## src/rtl/gray_seq_source_pkg.sv

```systemverilog
// Shared definitions for the Gray-code sequence source and its converter peers.
package gray_seq_source_pkg;

  localparam int unsigned GRAY_WIDTH_DEFAULT = 4;

  typedef enum logic [1:0] {
    ST_IDLE = 2'd0,
    ST_RUN  = 2'd1,
    ST_DONE = 2'd2
  } gray_state_t;

endpackage

```

## src/rtl/gray_seq_source_bin_to_gray.sv

```systemverilog
// Combinational binary to reflected-Gray conversion.
module gray_seq_source_bin_to_gray #(
  parameter int unsigned WIDTH = 4
) (
  input  logic [WIDTH-1:0] i_bin,
  output logic [WIDTH-1:0] o_gray
);

  assign o_gray = i_bin ^ (i_bin >> 1);

endmodule

```

## src/rtl/gray_seq_source.sv

```systemverilog
// Emits a counted run of consecutive Gray codes over a valid/ready handshake.
module gray_seq_source
  import gray_seq_source_pkg::*;
#(
  parameter int unsigned WIDTH = GRAY_WIDTH_DEFAULT
) (
  input  logic             clk,
  input  logic             rst,
  input  logic             start,
  input  logic [WIDTH-1:0] start_bin,
  input  logic [WIDTH:0]   count,
  input  logic             up_dn,
  output logic [WIDTH-1:0] gray_out,
  output logic             gray_valid,
  input  logic             gray_ready,
  output logic             busy,
  output logic             done
);

  gray_state_t      r_state;
  logic [WIDTH-1:0] r_bin;
  logic [WIDTH:0]   r_rem;
  logic             r_dir;
  logic [WIDTH-1:0] r_gray;
  logic             r_valid;
  logic             r_busy;
  logic             r_done;

  logic [WIDTH-1:0] w_bin_step;
  logic [WIDTH-1:0] w_conv_bin;
  logic [WIDTH-1:0] w_gray;
  logic             w_xfer;

  // Step wraps naturally modulo 2**WIDTH.
  assign w_bin_step = r_dir ? (r_bin + WIDTH'(1)) : (r_bin - WIDTH'(1));
  assign w_conv_bin = (r_state == ST_IDLE) ? start_bin : w_bin_step;
  assign w_xfer     = r_valid && gray_ready;

  gray_seq_source_bin_to_gray #(.WIDTH(WIDTH)) u_bin_to_gray (
    .i_bin  (w_conv_bin),
    .o_gray (w_gray)
  );

  always_ff @(posedge clk) begin
    if (rst) begin
      r_state <= ST_IDLE;
      r_bin   <= '0;
      r_rem   <= '0;
      r_dir   <= 1'b0;
      r_gray  <= '0;
      r_valid <= 1'b0;
      r_busy  <= 1'b0;
      r_done  <= 1'b0;
    end else begin
      r_done <= 1'b0;
      case (r_state)
        ST_IDLE: begin
          if (start) begin
            if (count != '0) begin
              r_bin   <= start_bin;
              r_rem   <= count;
              r_dir   <= up_dn;
              r_gray  <= w_gray;
              r_valid <= 1'b1;
              r_busy  <= 1'b1;
              r_state <= ST_RUN;
            end else begin
              r_done  <= 1'b1;
              r_state <= ST_DONE;
            end
          end
        end
        ST_RUN: begin
          if (w_xfer) begin
            if (r_rem == (WIDTH+1)'(1)) begin
              r_rem   <= '0;
              r_valid <= 1'b0;
              r_busy  <= 1'b0;
              r_done  <= 1'b1;
              r_state <= ST_DONE;
            end else begin
              r_rem  <= r_rem - (WIDTH+1)'(1);
              r_bin  <= w_bin_step;
              r_gray <= w_gray;
            end
          end
        end
        ST_DONE: begin
          r_state <= ST_IDLE;
        end
        default: begin
          r_state <= ST_IDLE;
          r_valid <= 1'b0;
          r_busy  <= 1'b0;
        end
      endcase
    end
  end

  assign gray_out   = r_gray;
  assign gray_valid = r_valid;
  assign busy       = r_busy;
  assign done       = r_done;

endmodule

```

## config.mk

```make
export PLATFORM = sky130hd
export DESIGN_NAME = gray_seq_source
export DESIGN_NICKNAME = d
export VERILOG_FILES = /design/src/rtl/gray_seq_source_pkg.sv /design/src/rtl/gray_seq_source_bin_to_gray.sv /design/src/rtl/gray_seq_source.sv
export SDC_FILE = /design/constraint.sdc
export NUM_CORES = 1
export LEC_CHECK = 0
export CAP_MARGIN = 20
export CORE_ASPECT_RATIO = 0.8
export CORE_MARGIN = 1
export CORE_UTILIZATION = 35
export CTS_CLUSTER_SIZE = 28
export DETAILED_ROUTE_END_ITERATION = 10
export GPL_TIMING_DRIVEN = 0
export HOLD_SLACK_MARGIN = 0.15
export MAX_ROUTING_LAYER = met4
export PLACE_DENSITY = 0.57
export SLEW_MARGIN = 20
export SYNTH_ARGS = -nofsm -noshare
export SYNTH_HDL_FRONTEND = slang
export SYNTH_SLANG_ARGS = --single-unit
```

## constraint.sdc

```tcl
create_clock -name clk -period 5.2 [get_ports clk]
set_input_delay 1.04 -clock clk [delete_from_list [all_inputs] [get_ports clk]]
set_output_delay 1.04 -clock clk [all_outputs]
set_load 0.005 [all_outputs]
```

==> flow_summary.json <==
{
  "run_status": "complete, no violations",
  "wl_met1_um": 1312,
  "maxSlewViolCount": 0,
  "rr_worst_depth": 7,
  "grt_pass1_vias": 917,
  "cts_htree_levels": 1,
  "dp_hpwl_um": 1943,
  "syn_avg_cell_area_sq_um": 8.453,
  "period_share": 0.5203,
  "power.density_nw_per_um2": 289.4,
  "vias": 990,
  "grt_usage": 0.1735,
  "clock_tree.root_cell": "clkbuf_8",
  "dp_slack_ns": 2.224,
  "num_rows": 17,
  "whs_path_depth": 2,
  "areaGrowthSynthToFinish_pct": 26.44,
  "wirelength_um": 2503,
  "die_area_sq_um": 3394,
  "hold_viol_final": 0,
  "ant_nets": 0,
  "synth_largest_area_cell": "dfxtp_1",
  "yosys_register_bits": 18,
  "synth.area.top_cells": "dfxtp_1 33%, nor2_1 7.1%, a21oi_1 5.4%, a211oi_1 4.7%, xor2_1 4.7%",
  "ios": 21,
  "drc": 0,
  "cts.clk_slew.worst_paths_ns": 0.07,
  "critPathMaxFanout": 10,
  "max-vdd-ir-drop_uv": 219.4,
  "initial_core_util": 0.3856,
  "min_from": "gray_out[2]$_SDFFE_PP0P_",
  "hp-class": "reg2reg",
  "r2r_setup_slack_ns": 3.23,
  "layout-drive-gt1-share": 0.07792,
  "cp.required_ns": 5.36,
  "cts_hold_buf": 0,
  "yosysMostFrequentCell": "nor2_1",
  "ys.flop_type": "dfxtp_1",
  "synth.cell_area_sq_um": 1107,
  "cts_setup_buffers": 0,
  "cts_sinks": 18,
  "yosysSeqAreaShare": 0.3254,
  "routedWlPerCell_um": 13.04,
  "fp.coreArea_sq_um": 2872,
  "synth_edf_count": 0,
  "io_buffer_count": 19,
  "rsz0062_at_grt": "no",
  "ys_types": 37,
  "async_reset_ff_frac": 0,
  "yosys_warnings": 0,
  "setup_violations": 0,
  "cts_buffers": 3,
  "r2r_start": "r_dir$_SDFFE_PP0P_",
  "antenna_found_initial": 0,
  "diodes": 0,
  "place.gp.congestion": 0.8147,
  "netlist_instances": 131,
  "start_kind": "input port",
  "die_y_um": 52.31,
  "wl_met3_um": 100,
  "yosysTopAreaCellShare": 0.3254,
  "r2r_end": "gray_out[3]$_SDFFE_PP0P_",
  "arrival_ns": 2.87,
  "placed_area_sq_um": 1345,
  "max_freq_ghz": 0.3696,
  "drt_iter0_markers": 16,
  "hold_end": "gray_out[2]$_SDFFE_PP0P_",
  "drv_cap": 0,
  "endpoint_kind": "register",
  "top_layer_used": "met4",
  "first_pass_iters": 4,
  "power.static_leakage_nw": 0.5459,
  "fp.dieW_um": 64.89,
  "critical_path_class": "in2reg",
  "wl_met2_um": 1062,
  "max_slew.worst_pin.slew_ns": 0.5053,
  "via_per_inst": 5.156,
  "clockBufferDepth": 2,
  "fin_skew_ns": 0.002038,
  "finalWorstSetupSlack_ns": 2.494,
  "yosys-top-cells-count": "21 x nor2_1, 18 x dfxtp_1, 12 x a21oi_1",
  "tns_ns": 0,
  "final_area_sq_um": 1400,
  "grt_pass1_wl_um": 4243,
  "cts_resized": 0,
  "cts_tree": "built",
  "grt_overflow_total": 0,
  "period_needed_ns": 2.706,
  "clk_latency_ns": 0.25,
  "relSlewSlack": 0.6631,
  "nets": 174,
  "syn-num-nets": 150,
  "grt_max_degree": 11
}
cells by family (layout without fill, tap and decap cells):
kind of cell | count (synthesis) | count (layout) | share of synthesized area
AO/OA/AOI/OAI | 37 | 37 | 0.2373
flip-flops | 18 | 18 | 0.3254
buffers and inverters | 14 | 37 | 0.05763
AND/OR/NAND/NOR | 43 | 43 | 0.2011
XOR/XNOR | 10 | 10 | 0.07909
adder cells (fa/ha/maj) | 5 | 5 | 0.06328
multiplexers | 4 | 4 | 0.03616
metal layers:
metal  vias up  track usage
met5         -            -
met4         0      0.03333
met3         4      0.05435
met2        24       0.2604
met1       454       0.2294
li1        508            -
power breakdown:
part	leakage [nW]	switching [mW]	internal, mW	total [mW]
Combinational	0.369	0.0628	0.0636	0.126
Sequential	0.148	0.0130	0.151	0.164
Clock	0.0288	0.0478	0.0673	0.115
sequential cells by signal, indices dropped and copies added (netlist names):
| name | flops |
|---|---|
| r_rem | 5 |
| done | 1 |
| gray_out | 4 |
| r_bin | 4 |
| r_dir | 1 |
| busy | 1 |
| r_state | 2 |
critical path: stages:
cell and delay [ns]:
clkdlybuf4s50_1 0.43, or4_4 0.59, o211ai_4 0.23, o31ai_2 0.16
buf_6 0.18, a311oi_1 0.24
worst max-delay path by stage:
stage,slack [ns],cells past startpoint,end,startpoint
final,2.49,6,gray_out[3]$_SDFFE_PP0P_,count[2]
after global routing,2.42,6,r_bin[3]$_SDFFE_PP0P_,count[2]
after CTS,2.49,6,gray_out[3]$_SDFFE_PP0P_,count[2]
after detailed placement,2.22,6,gray_out[3]$_SDFFE_PP0P_,count[2]
after global placement,2.21,6,gray_out[3]$_SDFFE_PP0P_,count[2]
after floorplan,2.82,5,gray_out[3]$_SDFFE_PP0P_,count[2]
through the flow:
step           utilization  total power [mW]  hold slack [ns]  std cells
2_1_floorplan            -            0.2515           0.4618        131
3_3_place_gp        0.4684            0.2896           0.4612        188
3_5_place_dp        0.4684            0.2922           0.4609        188
4_1_cts             0.4876            0.4089           0.4695        192
5_1_grt             0.4876            0.4365           0.5094        192
6_report            0.4876            0.4052           0.4685        192
layout by cell type, fill, tap and decap left out, types with 2 or more instances in the layout:
master	n
nand2b_1	3
inv_1	9
o21ai_0	5
nor2b_1	2
a211oi_1	7
clkdlybuf4s50_1	19
nor3_1	4
a311oi_1	2
clkbuf_1	3
nor2_1	21
mux2i_1	4
clkbuf_8	4
ha_1	4
xnor2_1	4
nand2_1	6
xor2_1	6
dfxtp_1	18
a21oi_1	12
final cells by class:
class	count	area, sq um
inverters	9	33.78
well taps	38	47.55
clock buffers	4	55.05
multi-input cells	99	683.2
fillers	282	1471
flip-flops and latches	18	360.3
plain buffers	5	30.03
repair buffers	19	190.2
Power figures use the tool's default switching activity.
